## src/rtl/spi_regfile_periph.sv

```systemverilog
// SPI peripheral exposing a bank of NUM_REGS control registers.
// All SPI pins are synchronised into clk; frames are R/W bit, address, data (MSB first).
module spi_regfile_periph #(
    parameter int SYNC_FLOPS = 2,
    parameter int ADDR_W     = 7,
    parameter int DATA_W     = 8,
    parameter int NUM_REGS   = 5,
    parameter int CPOL       = 0,
    parameter int CPHA       = 0
) (
    input  logic                         clk,
    input  logic                         rst_n,
    input  logic                         SCLK,
    input  logic                         COPI,
    input  logic                         nCS,
    output logic                         CIPO,
    output logic                         cipo_oe,
    output logic [NUM_REGS*DATA_W-1:0]   regs_out,
    output logic                         wr_strobe,
    output logic [ADDR_W-1:0]            wr_addr,
    output logic                         frame_err,
    output logic                         busy
);

    localparam int FRAME_LEN = 1 + ADDR_W + DATA_W;
    localparam int CNT_W     = $clog2(FRAME_LEN + 2);
    localparam logic [CNT_W-1:0] CNT_FULL = CNT_W'(FRAME_LEN);
    localparam logic [CNT_W-1:0] CNT_SAT  = CNT_W'(FRAME_LEN + 1);
    localparam logic [CNT_W-1:0] CNT_ADDR = CNT_W'(ADDR_W);
    localparam logic SCLK_IDLE = (CPOL != 0);

    typedef enum logic [1:0] {S_IDLE, S_CMD, S_ADDR, S_DATA} state_t;

    logic [SYNC_FLOPS:0]   sclk_q, sclk_d, ncs_q, ncs_d, vld_q, vld_d;
    logic [SYNC_FLOPS-1:0] copi_q, copi_d;
    logic                  armed_q, armed_d;
    state_t                state_q, state_d;
    logic [CNT_W-1:0]      cnt_q, cnt_d;
    logic [FRAME_LEN-1:0]  shift_q, shift_d, shift_nx;
    logic [DATA_W-1:0]     rd_q, rd_d;
    logic                  rw_q, rw_d;
    logic                  dsmp_q, dsmp_d;
    logic [NUM_REGS-1:0][DATA_W-1:0] regs_q, regs_d;
    logic                  wr_strobe_q, wr_strobe_d;
    logic                  frame_err_q, frame_err_d;
    logic [ADDR_W-1:0]     wr_addr_q, wr_addr_d;

    logic sclk_s, sclk_p, ncs_s, ncs_p, copi_s;
    logic sclk_rise, sclk_fall, lead_edge, trail_edge, sample, launch;
    logic ncs_fall, ncs_rise;
    logic [ADDR_W-1:0] wr_a, rd_a;
    logic [DATA_W-1:0] wr_data, rd_val;
    logic              wr_hit;

    always_comb begin
        sclk_d = {sclk_q[SYNC_FLOPS-1:0], SCLK};
        ncs_d  = {ncs_q[SYNC_FLOPS-1:0], nCS};
        copi_d = {copi_q[SYNC_FLOPS-2:0], COPI};
        vld_d  = {vld_q[SYNC_FLOPS-1:0], 1'b1};
    end

    assign sclk_s = sclk_q[SYNC_FLOPS-1];
    assign sclk_p = sclk_q[SYNC_FLOPS];
    assign ncs_s  = ncs_q[SYNC_FLOPS-1];
    assign ncs_p  = ncs_q[SYNC_FLOPS];
    assign copi_s = copi_q[SYNC_FLOPS-1];

    assign sclk_rise  = sclk_s & ~sclk_p;
    assign sclk_fall  = ~sclk_s & sclk_p;
    assign lead_edge  = (CPOL != 0) ? sclk_fall : sclk_rise;
    assign trail_edge = (CPOL != 0) ? sclk_rise : sclk_fall;
    assign sample     = (CPHA != 0) ? trail_edge : lead_edge;
    assign launch     = (CPHA != 0) ? lead_edge : trail_edge;
    // A start only counts once nCS has been seen high from real pin samples,
    // so a frame still in flight across reset release is ignored.
    assign ncs_fall   = armed_q & ncs_p & ~ncs_s;
    assign ncs_rise   = ncs_s & ~ncs_p;

    assign shift_nx = {shift_q[FRAME_LEN-2:0], copi_s};
    assign wr_a     = shift_q[DATA_W +: ADDR_W];
    assign wr_data  = shift_q[DATA_W-1:0];
    assign rd_a     = shift_nx[ADDR_W-1:0];

    always_comb begin
        wr_hit = 1'b0;
        rd_val = '0;
        for (int k = 0; k < NUM_REGS; k++) begin
            if (wr_a == ADDR_W'(k)) wr_hit = 1'b1;
            if (rd_a == ADDR_W'(k)) rd_val = regs_q[k];
        end
    end

    always_comb begin
        armed_d     = armed_q | (vld_q[SYNC_FLOPS] & ncs_s & ncs_p);
        state_d     = state_q;
        cnt_d       = cnt_q;
        shift_d     = shift_q;
        rd_d        = rd_q;
        rw_d        = rw_q;
        dsmp_d      = dsmp_q;
        regs_d      = regs_q;
        wr_strobe_d = 1'b0;
        frame_err_d = 1'b0;
        wr_addr_d   = wr_addr_q;
        if (state_q == S_IDLE) begin
            if (ncs_fall) begin
                state_d = S_CMD;
                cnt_d   = '0;
                shift_d = '0;
                rd_d    = '0;
                rw_d    = 1'b0;
                dsmp_d  = 1'b0;
            end
        end else if (ncs_rise) begin
            state_d = S_IDLE;
            rd_d    = '0;
            dsmp_d  = 1'b0;
            if (cnt_q != CNT_FULL) begin
                frame_err_d = 1'b1;
            end else if (shift_q[FRAME_LEN-1] && wr_hit) begin
                for (int k = 0; k < NUM_REGS; k++)
                    if (wr_a == ADDR_W'(k)) regs_d[k] = wr_data;
                wr_strobe_d = 1'b1;
                wr_addr_d   = wr_a;
            end
        end else if (sample) begin
            shift_d = shift_nx;
            if (cnt_q != CNT_SAT) cnt_d = cnt_q + 1'b1;
            case (state_q)
                S_CMD:  state_d = S_ADDR;
                S_ADDR: if (cnt_q == CNT_ADDR) begin
                    state_d = S_DATA;
                    rw_d    = shift_nx[ADDR_W];
                    if (!shift_nx[ADDR_W]) rd_d = rd_val;
                end
                S_DATA: dsmp_d = 1'b1;
                default: ;
            endcase
        end else if (launch && dsmp_q) begin
            // Advance only after the controller has sampled the current bit.
            rd_d   = rd_q << 1;
            dsmp_d = 1'b0;
        end
    end

    always_ff @(posedge clk or negedge rst_n) begin
        if (!rst_n) begin
            sclk_q      <= {(SYNC_FLOPS+1){SCLK_IDLE}};
            ncs_q       <= '1;
            copi_q      <= '0;
            vld_q       <= '0;
            armed_q     <= 1'b0;
            state_q     <= S_IDLE;
            cnt_q       <= '0;
            shift_q     <= '0;
            rd_q        <= '0;
            rw_q        <= 1'b0;
            dsmp_q      <= 1'b0;
            regs_q      <= '0;
            wr_strobe_q <= 1'b0;
            frame_err_q <= 1'b0;
            wr_addr_q   <= '0;
        end else begin
            sclk_q      <= sclk_d;
            ncs_q       <= ncs_d;
            copi_q      <= copi_d;
            vld_q       <= vld_d;
            armed_q     <= armed_d;
            state_q     <= state_d;
            cnt_q       <= cnt_d;
            shift_q     <= shift_d;
            rd_q        <= rd_d;
            rw_q        <= rw_d;
            dsmp_q      <= dsmp_d;
            regs_q      <= regs_d;
            wr_strobe_q <= wr_strobe_d;
            frame_err_q <= frame_err_d;
            wr_addr_q   <= wr_addr_d;
        end
    end

    assign CIPO      = (state_q == S_DATA) && !rw_q && rd_q[DATA_W-1];
    assign cipo_oe   = ~ncs_s;
    assign busy      = (state_q != S_IDLE);
    assign regs_out  = regs_q;
    assign wr_strobe = wr_strobe_q;
    assign frame_err = frame_err_q;
    assign wr_addr   = wr_addr_q;

endmodule
```

## config.mk

```make
export PLATFORM = sky130hd
export DESIGN_NAME = spi_regfile_periph
export DESIGN_NICKNAME = d
export VERILOG_FILES = /design/src/rtl/spi_regfile_periph.sv
export SDC_FILE = /design/constraint.sdc
export NUM_CORES = 1
export LEC_CHECK = 0
export BUFFER_PORTS_ARGS = -buffer_cell sky130_fd_sc_hd__clkbuf_2
export CORE_MARGIN = 2
export CORE_UTILIZATION = 45
export DETAILED_ROUTE_END_ITERATION = 10
export PLACE_DENSITY_LB_ADDON = 0.12
export SYNTH_ARGS = -nofsm -noshare
export SYNTH_HDL_FRONTEND = slang
export SYNTH_SLANG_ARGS = --single-unit
```

## constraint.sdc

```tcl
create_clock -name clk -period 2.15 [get_ports clk]
set_input_delay 0.43 -clock clk [delete_from_list [all_inputs] [get_ports clk]]
set_output_delay 0.43 -clock clk [all_outputs]
set_load 0.05 [all_outputs]
```

==> key figures, run 1 <==
Status
  – Outcome: finished, final reports clean

Final layout
  – Layout cell share with drive strength beyond 1: 38.8%
  – Post-Layout Inst Area: approximately 5300 µm²
  – Nets: around 460
  – Area growth syn-to-layout: 19.7%
  – Most common cell after layout, fill and taps aside: dfrtp_1
  – ANT cells: 0
  – Most frequent cells in the layout: dfrtp_1 (91), clkbuf_2 (54), mux2_2 (52)

Timing
  – Final setup viols: 0
  – Max frequency: 482 MHz
  – Final min period: 2070 ps
  – Period Utilization, post-route: between 90% and 100%
  – Final slew viol count: 0
  – Final Hold Viols: 0
  – Least-Margin Pin Slew: 697 ps
  – Max transition margin: 53.5%
  – Setup Skew: between 10 and 15 ps
  – Worst setup margin: 76.4 ps

Global routing
  – Met3 Use GR: between 3 and 4%
  – Largest net degree at the start of global routing: 39
  – Initial antenna violation count: 0
  – Met2 Use GR: 31.3%
  – GR Layer Usage met1: 29.0%
  – First-pass GRT wire length: 16300 µm
  – Vias in the first global route: 3113
  – GRT busiest layer: met2
  – Gr ovfl total: 0
  – GRT Total Usage: 20.1%

Worst setup path
  – CP Launch Type: flip-flop
  – WP data arrival: 1640 ps
  – Maximum fanout along the worst path: 10
  – Critical path class: flip-flop to output port
  – Slowest cell on crit path: dfrtp_1
  – CP endpoint kind: output port
  – CP Cell Sequence: inv_1 -> ha_4 -> buf_4 -> buf_8 -> clkinv_4 -> clkbuf_8
  – Peak per-stage delay on the critical path: about 400 ps
  – Largest delay share family, worst path: buffers and inverters
  – CP Buf/Inv Count: 5
  – Worst Path Required: 1720 ps

Detailed routing
  – Vias: approximately 3200
  – ANT nets after route: 0
  – Wire length per cell: around 17 µm
  – DRT Pass-1 Iters: 5
  – WL final: ~10000 µm
  – DR vias/cell: approximately 5.5
  – # DRC: 0
  – Iteration-0 DRC Markers: approximately 140

CTS
  – CTS Sinks: 94
  – Root Buffer: clkbuf_8
  – Clock tree buffer depth: 2
  – CTS buffer count: 9
  – Worst-skew pair later-pin latency: 360 ps
  – Reg clk slew, reported paths: 80 ps
  – H-tree level count: 3
  – CTS tree: yes

Power and ir drop
  – Static Leak: between 2 and 3 nW
  – Peak VDD IR: 0.387 mV
  – Overall Power: 4.74 mW
  – Power density cells: around 900 nW/µm²

Yosys
  – Synth top area cells: dfrtp_1 (52%), mux2_2 (13%), nand2_1 (4.1%)
  – Cell accounting for the most synthesized area: dfrtp_1
  – Sequential area share after synthesis: 53.4%
  – Yosys warns: 0
  – #FFs+latches synth: 94
  – Ys flop type: dfrtp_1
  – Syn_nets: approximately 380
  – Number of cells produced by synthesis: approximately 370
  – Synthesized area: 4410 µm²
  – Synthesized area per cell: 12.0 µm²
  – Yosys cell types: 58
  – Area share of the largest cell type after synthesis: a little over 50%
  – EDFF count, synth: 0
  – Ys async rst share: 100%

Job
  – Max-cap violations: 0

Die
  – Starting density of the core: 45.8%
  – Core ar.: 9640 µm²
  – IO Count: 57
  – Row Count: 36
  – Chip height: 103 µm
  – Die width: 103 µm
  – DIE AREA: 10600 µm²

Place
  – Final HPWL DP: about 7000 µm
  – GP Congestion: ~0.79
  – Area post-placement: 5010 µm²
  – Pre-CTS WS: -1.35 ps
  – Port Buffer Count: 56

Worst hold path
  – Hold Crit Class: input port to flip-flop
-- Yosys cell counts, types with 6 or more instances --
| master | number |
|---|---|
| a22oi_1 | 9 |
| dfrtp_1 | 91 |
| a221o_1 | 7 |
| o211ai_1 | 9 |
| nand2_1 | 48 |
| buf_2 | 6 |
| ha_1 | 6 |
| mux2_2 | 52 |
| clkbuf_1 | 16 |
| inv_1 | 11 |
| o21ai_0 | 19 |
| a221oi_1 | 7 |
| nor2_1 | 7 |
| and4_1 | 6 |
-- cell families after synthesis --
| logic type | after synthesis | synth area share (%) |
|---|---|---|
| other cells | 1 | 0.0850 |
| compound gates | 76 | 13.0 |
| simple gates | 100 | 14.4 |
| xor+xnor | 1 | 0.199 |
| buf+inv | 36 | 3.23 |
| mux | 54 | 14.0 |
| fa+ha+maj | 6 | 1.70 |
| flops | 94 | 53.4 |
-- state kept, by name, indices dropped and copies added (netlist names), 3 cells and up --
register and count:
cnt_q 5, ncs_q 3, rd_q 8, regs_out 40, sclk_q 3, shift_q 16
vld_q 3, wr_addr 7
-- routing by layer --
metal / vias up / wire length, µm
met5: - / 0
met4: 0 / 68
met3: 4 / 391
met2: 57 / 4820
met1: 1603 / 4780
li1: 1509 / -
-- power breakdown --
group / internal [mW] / switching, mW / leakage [nW]
combinational: 0.648 / 0.821 / 1.15
clock: 0.531 / 0.592 / 0.0931
sequential: 1.94 / 0.204 / 1.25
total: 3.12 / 1.62 / 2.50
-- worst paths after layout --
path | from | end | slack, ps | cells after the start
min in group asynchronous | rst_n | frame_err | 500 | 2
worst min-delay path | nCS | ncs_q[0] | 150 | 1
max in group asynchronous | rst_n | ncs_q[0] | 1030 | 3
worst max-delay path | state_q[1] | busy | 80 | 6
worst min register to register | vld_q[0] | vld_q[1] | 350 | 0
worst max register to register | state_q[1] | regs_out[22] | 100 | 7
-- final cells by class --
type                    count  area, µm²
fillers                   881       4360
flip-flops and latches     94       2360
multi-input cells         238       1950
repair buffers             89        582
well taps                 133        166
clock buffers              11        131
inverters                  12       50.0
clock inverters             4       48.8
-- per-stage QoR --
stage	TNS [ps]	cells	util, %	hold slack [ps]
floorplan	0	368	-	134
global placement	0	562	52.0	331
detailed placement	-1.35	562	52.0	335
CTS	0	579	54.3	135
global route	-30.2	581	54.8	129
finish	0	581	54.8	154
-- timing repair --
item,4_1_cts,5_1_grt
endpoints found under the setup margin,13,25
endpoints found under the hold margin,15,0
hold buffers,1,0
pin swaps,1,1
gates resized for setup,5,6
setup buffers,1,2
Power figures use the tool's default switching activity.
==> inputs of run 2 (changes only) <==
REMOVE_ABC_BUFFERS = 1   (was unset)
==> run 2 against run 1 <==
Combinational power about the same; clock skew increased by 3.7 ps; non-clock buffer count unchanged; register-to-register slack got worse by 20 ps; design area about the same; critical path type unchanged; largest cell class unchanged.
==> key figures, run 2 (synthesis gave the netlist of run 1 again) <==
Detailed routing
  – DR vias/cell: 5.55 (was 5.46)
  – Vias: 3230 (was 3173)
  – DRT Pass-1 Iters: 4 (was 5)
  – Wire length per cell: 17.5 µm (was 17.3 µm)
  – WL final: 10200 µm (was 10100 µm)
  – Iteration-0 DRC Markers: 150 (was 139)
  – # DRC: 0 (unchanged)
  – ANT nets after route: 0 (unchanged)

Timing
  – Final min period: 2070 ps (about the same)
  – Max transition margin: 48.8% (was 53.5%)
  – Max frequency: 482 MHz (about the same)
  – Least-Margin Pin Slew: 769 ps (was 697 ps)
  – Setup Skew: 14.4 ps (was 10.7 ps)
  – Final TNS setup: 0 ps (unchanged)
  – RSZ-0062 raised after global routing: no
  – Period Utilization, post-route: 96.4% (about the same)
  – Final setup viols: 0 (unchanged)
  – Final slew viol count: 0 (unchanged)
  – Fin Hold WS: 155 ps (was 154 ps)
  – Final Hold Viols: 0 (unchanged)

Worst setup path
  – WP data arrival: 1640 ps (about the same)
  – Reg-to-reg setup timing slack: 80 ps (was 100 ps)
  – Reg2reg path depth: 7 (unchanged)
  – Reg2reg start: state_q[0] (was state_q[1])
  – CP endpoint kind: output port (unchanged)
  – Reg2reg end: regs_out[19] (was regs_out[22])
  – Maximum fanout along the worst path: 10 (unchanged)
  – CP Launch Type: flip-flop (unchanged)
  – Worst Path Required: 1720 ps (about the same)
  – Critical path class: flip-flop to output port (unchanged)

CTS
  – Worst-skew pair later-pin latency: 360 ps (about the same)
  – CTS buffer count: 9 (unchanged)
  – Reg clk slew, reported paths: 90 ps (was 80 ps)
  – CTS Sinks: 94 (unchanged)
  – Setup bufs post-CTS: 0 (was 1)
  – CTS tree: yes (unchanged)
  – Root Buffer: clkbuf_8 (unchanged)
  – Clock tree buffer depth: 2 (unchanged)
  – H-tree level count: 3 (unchanged)

Die
  – Core ar.: 9640 µm² (unchanged)
  – Chip height: 103 µm (unchanged)
  – Starting density of the core: 45.8% (unchanged)
  – Die width: 103 µm (unchanged)
  – Row Count: 36 (unchanged)
  – DIE AREA: 10600 µm² (unchanged)
  – IO Count: 57 (unchanged)

Worst hold path
  – Hold Crit Class: input port to flip-flop (unchanged)
  – Worst Hold End: ncs_q[0] (unchanged)
  – Worst hold path depth: 1 (unchanged)
  – HP Start: nCS (unchanged)

Place
  – GP Congestion: 0.785 (was 0.790)
  – Port Buffer Count: 56 (unchanged)
  – Final HPWL DP: 7340 µm (was 6980 µm)

Global routing
  – Largest net degree at the start of global routing: 40 (was 39)
  – Vias in the first global route: 3043 (was 3113)
  – Initial antenna violation count: 0 (unchanged)
  – Gr ovfl total: 0 (unchanged)
  – First-pass GRT wire length: 16600 µm (was 16300 µm)
  – GRT Total Usage: 20.6% (was 20.1%)

Power and ir drop
  – Peak VDD IR: 0.503 mV (was 0.387 mV)
  – Static Leak: 2.49 nW (was 2.50 nW)
  – Power density cells: 888 nW/µm² (was 898 nW/µm²)

Status
  – Outcome: finished, final reports clean (unchanged)

Final layout
  – ANT cells: 0 (unchanged)
  – Area growth syn-to-layout: 19.6% (was 19.7%)
  – Nets: 455 (unchanged)
  – Largest register FFs: 40 (unchanged)
  – Layout cell share with drive strength beyond 1: 39.2% (was 38.8%)
  – Most common cell after layout, fill and taps aside: dfrtp_1 (unchanged)
  – Most frequent cells in the layout: dfrtp_1 (91), clkbuf_2 (54), mux2_2 (52) (unchanged)
  – Fill cells: 867 (was 881)

Job
  – Max-cap violations: 0 (unchanged)
[run 2: final cells by class]
class | instances | area (µm²) | area share [%]
multi-input combinational | 238 | 1930 | 36.6
inverter | 12 | 50.0 | 0.949
sequential | 94 | 2360 | 44.7
clock buffer | 10 | 128 | 2.42
tap | 133 | 166 | 3.15
clock inverter | 6 | 47.5 | 0.901
timing repair buffer | 89 | 598 | 11.3
[run 2: power by group]
| part | internal, mW | switching [mW] |
|---|---|---|
| logic | 0.648 | 0.820 |
| clock network | 0.429 | 0.631 |
| registers | 1.94 | 0.215 |
| total | 3.02 | 1.67 |
[run 2: repair_timing]
item	in CTS	in global routing
hold endpoints to repair	19	0
endpoints found under the setup margin	2	24
resized for setup	6	5
hold buffers	1	0
pin swaps	0	2
[run 2: stage by stage]
stage          setup slack [ps]  std cells  area (µm²)  power [mW]  util (%)
6_report                   76.8        582        5280        4.69      54.7
5_1_grt                    4.59        582        5280        4.98      54.7
4_1_cts                    11.8        582        5260        4.71      54.6
3_5_place_dp               15.5        565        5050        3.58      52.4
3_3_place_gp               82.6        565        5050        3.55      52.4
2_1_floorplan              -539        344        4310        2.98         -
[run 2: metal layers]
metal	part of all wire [%]	wire length, µm	vias up	track usage [%]
li1	-	-	1502	-
met1	49	4960	1645	31.1
met2	46	4670	65	30.1
met3	3.8	383	18	2.71
met4	1.9	198	0	8.00
met5	0	0	-	0
[run 2: worst max path at each step]
stage,start,to,slack [ps]
floorplan,state_q[0],rd_q[0],-540
global route,state_q[0],regs_out[14],5
CTS,cnt_q[1],regs_out[22],10
detailed placement,state_q[1],regs_out[22],20
global placement,state_q[0],regs_out[18],80
finish,state_q[0],busy,80
[run 2: critical path: stages (launching register included)]
cell and delay (ps):
dfrtp_1 390, inv_1 120, ha_2 230, buf_6 140
buf_4 140, clkinv_4 90, clkbuf_16 180
==> inputs of run 3 (changes only) <==
CORE_ASPECT_RATIO = 1.1   (was unset)
CTS_CLUSTER_DIAMETER = 40   (was unset)
==> run 3 against run 2 <==
Worst setup slack improved by 11 ps; sequential cell count did not move; clock skew shrank 4.7 ps; routed wire length up 1.9%; hold slack worse by 140 ps; fmax grew 0.54%; total power increased by 5.5%; register-to-register slack about the same; final cell count down 3.1%; critical path type unchanged; critical endpoint unchanged; largest power group unchanged.
==> key figures, run 3 (synthesis gave the netlist of run 1 again) <==
Power and ir drop
  – Clk network pwr share: 27.5% (was 22.6%)
  – Psw: 1.64 mW (was 1.67 mW)
  – Int Power: 3.30 mW (was 3.02 mW)
  – Power density cells: 935 nW/µm² (was 888 nW/µm²)
  – Switch share: 33.3% (was 35.6%)
  – Peak VDD IR: 0.380 mV (was 0.503 mV)
  – Static Leak: 2.51 nW (was 2.49 nW)
  – Combinational Power Share: 29.2% (was 31.3%)
  – Flop pwr share: 43.3% (was 46.1%)

Worst setup path
  – Maximum fanout along the worst path: 14 (was 10)
  – Slowest cell on crit path: dfrtp_1 (unchanged)
  – Critical path origin: state_q[0] (unchanged)
  – Critical path class: flip-flop to output port (unchanged)
  – CP Launch Type: flip-flop (unchanged)
  – Worst Path Required: 1720 ps (about the same)
  – CP Cell Sequence: inv_2 -> ha_4 -> buf_12 -> clkinv_1 -> buf_4 -> clkbuf_8 (was inv_1 -> ha_2 -> buf_6 -> buf_4 -> clkinv_4 -> clkbuf_16)
  – Peak per-stage delay on the critical path: 400 ps (was 390 ps)
  – WP data arrival: 1630 ps (was 1640 ps)
  – CP endpoint kind: output port (unchanged)
  – Reg-to-reg setup timing slack: 90 ps (was 80 ps)
  – Reg2reg start: cnt_q[1] (was state_q[0])

Final layout
  – Final Util: 56.0% (was 54.7%)
  – Most frequent cells in the layout: dfrtp_1 (91), clkbuf_2 (54), mux2_2 (52) (unchanged)
  – Area growth syn-to-layout: 19.8% (was 19.6%)
  – Largest register FFs: 40 (unchanged)
  – ANT cells: 0 (unchanged)
  – Nets: 454 (was 455)
  – Layout cell share with drive strength beyond 1: 39.4% (was 39.2%)
  – Most common cell after layout, fill and taps aside: dfrtp_1 (unchanged)
  – Post-Layout Inst Area: 5290 µm² (was 5280 µm²)

CTS
  – Setup bufs post-CTS: 0 (unchanged)
  – Worst-skew pair later-pin latency: 370 ps (was 360 ps)
  – Clock tree buffer depth: 2 (unchanged)
  – Root Buffer: clkbuf_8 (unchanged)
  – CTS buffer count: 9 (unchanged)
  – H-tree level count: 3 (unchanged)
  – CTS tree: yes (unchanged)
  – Hold Buf Count CTS: 0 (was 1)
  – Reg clk slew, reported paths: 90 ps (about the same)
  – CTS Sinks: 94 (unchanged)

Die
  – Die width: 98.4 µm (was 103 µm)
  – Chip height: 108 µm (was 103 µm)
  – Row Count: 37 (was 36)
  – DIE AREA: 10600 µm² (about the same)
  – Core ar.: 9440 µm² (was 9640 µm²)
  – IO Count: 57 (unchanged)
  – Starting density of the core: 46.7% (was 45.8%)

Status
  – Outcome: finished, final reports clean (unchanged)

Timing
  – Setup Skew: 9.70 ps (was 14.4 ps)
  – RSZ-0062 raised after global routing: no (unchanged)
  – Final min period: 2060 ps (was 2070 ps)
  – Period Utilization, post-route: 95.9% (was 96.4%)
  – Fin Hold WS: 13.2 ps (was 155 ps)
  – Final setup viols: 0 (unchanged)
  – Final TNS setup: 0 ps (unchanged)
  – Max transition margin: 51.8% (was 48.8%)
  – Final Hold Viols: 0 (unchanged)
  – Least-Margin Pin Slew: 723 ps (was 769 ps)
  – Final slew viol count: 0 (unchanged)
  – Max frequency: 485 MHz (was 482 MHz)

Global routing
  – First-pass GRT wire length: 16800 µm (was 16600 µm)
  – GRT Total Usage: 20.6% (about the same)
  – Largest net degree at the start of global routing: 42 (was 40)
  – Initial antenna violation count: 0 (unchanged)
  – Vias in the first global route: 3190 (was 3043)
  – Gr ovfl total: 0 (unchanged)

Detailed routing
  – # DRC: 0 (unchanged)
  – DRT Pass-1 Iters: 4 (unchanged)
  – ANT nets after route: 0 (unchanged)
  – Iteration-0 DRC Markers: 151 (was 150)
  – WL final: 10400 µm (was 10200 µm)
  – Wire length per cell: 18.5 µm (was 17.5 µm)
  – DR vias/cell: 5.65 (was 5.55)
  – Vias: 3187 (was 3230)

Worst hold path
  – Hold Crit Class: input port to asynchronous set/reset pin (was input port to flip-flop)

Place
  – GP Congestion: 0.798 (was 0.785)
  – Final HPWL DP: 7440 µm (was 7340 µm)
  – Port Buffer Count: 56 (unchanged)
  – Area post-placement: 5010 µm² (was 5050 µm²)

Job
  – Max-cap violations: 0 (unchanged)
==> run 3: cell count changes in the layout (fill, tap and decap cells not counted), sizes merged <==
| cell | previous run | this run |
|---|---|---|
| clkinv | 3 | 1 |
| bufinv | 0 | 2 |
| clkinvlp | 3 | 1 |
| clkbuf | 65 | 66 |
| dlygate4sd3 | 1 | 0 |
==> run 3: per-stage QoR <==
stage	power, mW	setup slack, ps	cells
floorplan	2.98	-539	344
global placement	3.51	115	549
detailed placement	3.54	31.1	549
CTS	4.96	7.18	564
global route	5.21	8.26	564
finish	4.94	87.9	564
==> run 3: power groups by stage <==
stage / logic, mW / registers [mW] / clock network [mW]
floorplan: 0.827 / 2.16 / 0
global placement: 1.34 / 2.16 / 0
detailed placement: 1.36 / 2.17 / 0
CTS: 1.44 / 2.14 / 1.38
global route: 1.59 / 2.17 / 1.45
finish: 1.44 / 2.14 / 1.36
==> run 3: final timing paths <==
check,to,depth (start not counted)
max reg2reg,regs_out[18],7
max,busy,6
min,cnt_q[4],1
max in group asynchronous,shift_q[14],2
min reg2reg,sclk_q[1],0
min in group clk,ncs_q[0],1
==> run 3: area by class of cell <==
cell class                      instances  area, µm²
Sequential cell                        94       2360
Clock buffer                           11        151
Multi-Input combinational cell        238       1930
Fill cell                             870       4160
Timing Repair Buffer                   88        577
Inverter                               12       45.0
Clock inverter                          4       78.8
Tap cell                              117        146
==> run 3: critical path: cells and delay by family, from the launching register on <==
kind	cells	cell delay [ps]
buf+inv	5	690
flops	1	400
fa+ha+maj	1	170
==> run 3: what timing repair did <==
action | CTS | global route
setup endpoints to repair | 1 | 17
gates resized for setup | 6 | 5
pin swaps | 0 | 1
==> run 3: per-layer routing <==
layer  vias to the layer above  track usage (%)  wire length (µm)
met5                         -                0                 0
met4                         0             9.49               207
met3                        18             3.64               439
met2                        80             34.0              5230
met1                      1585             26.4              4530
li1                       1504                -                 -
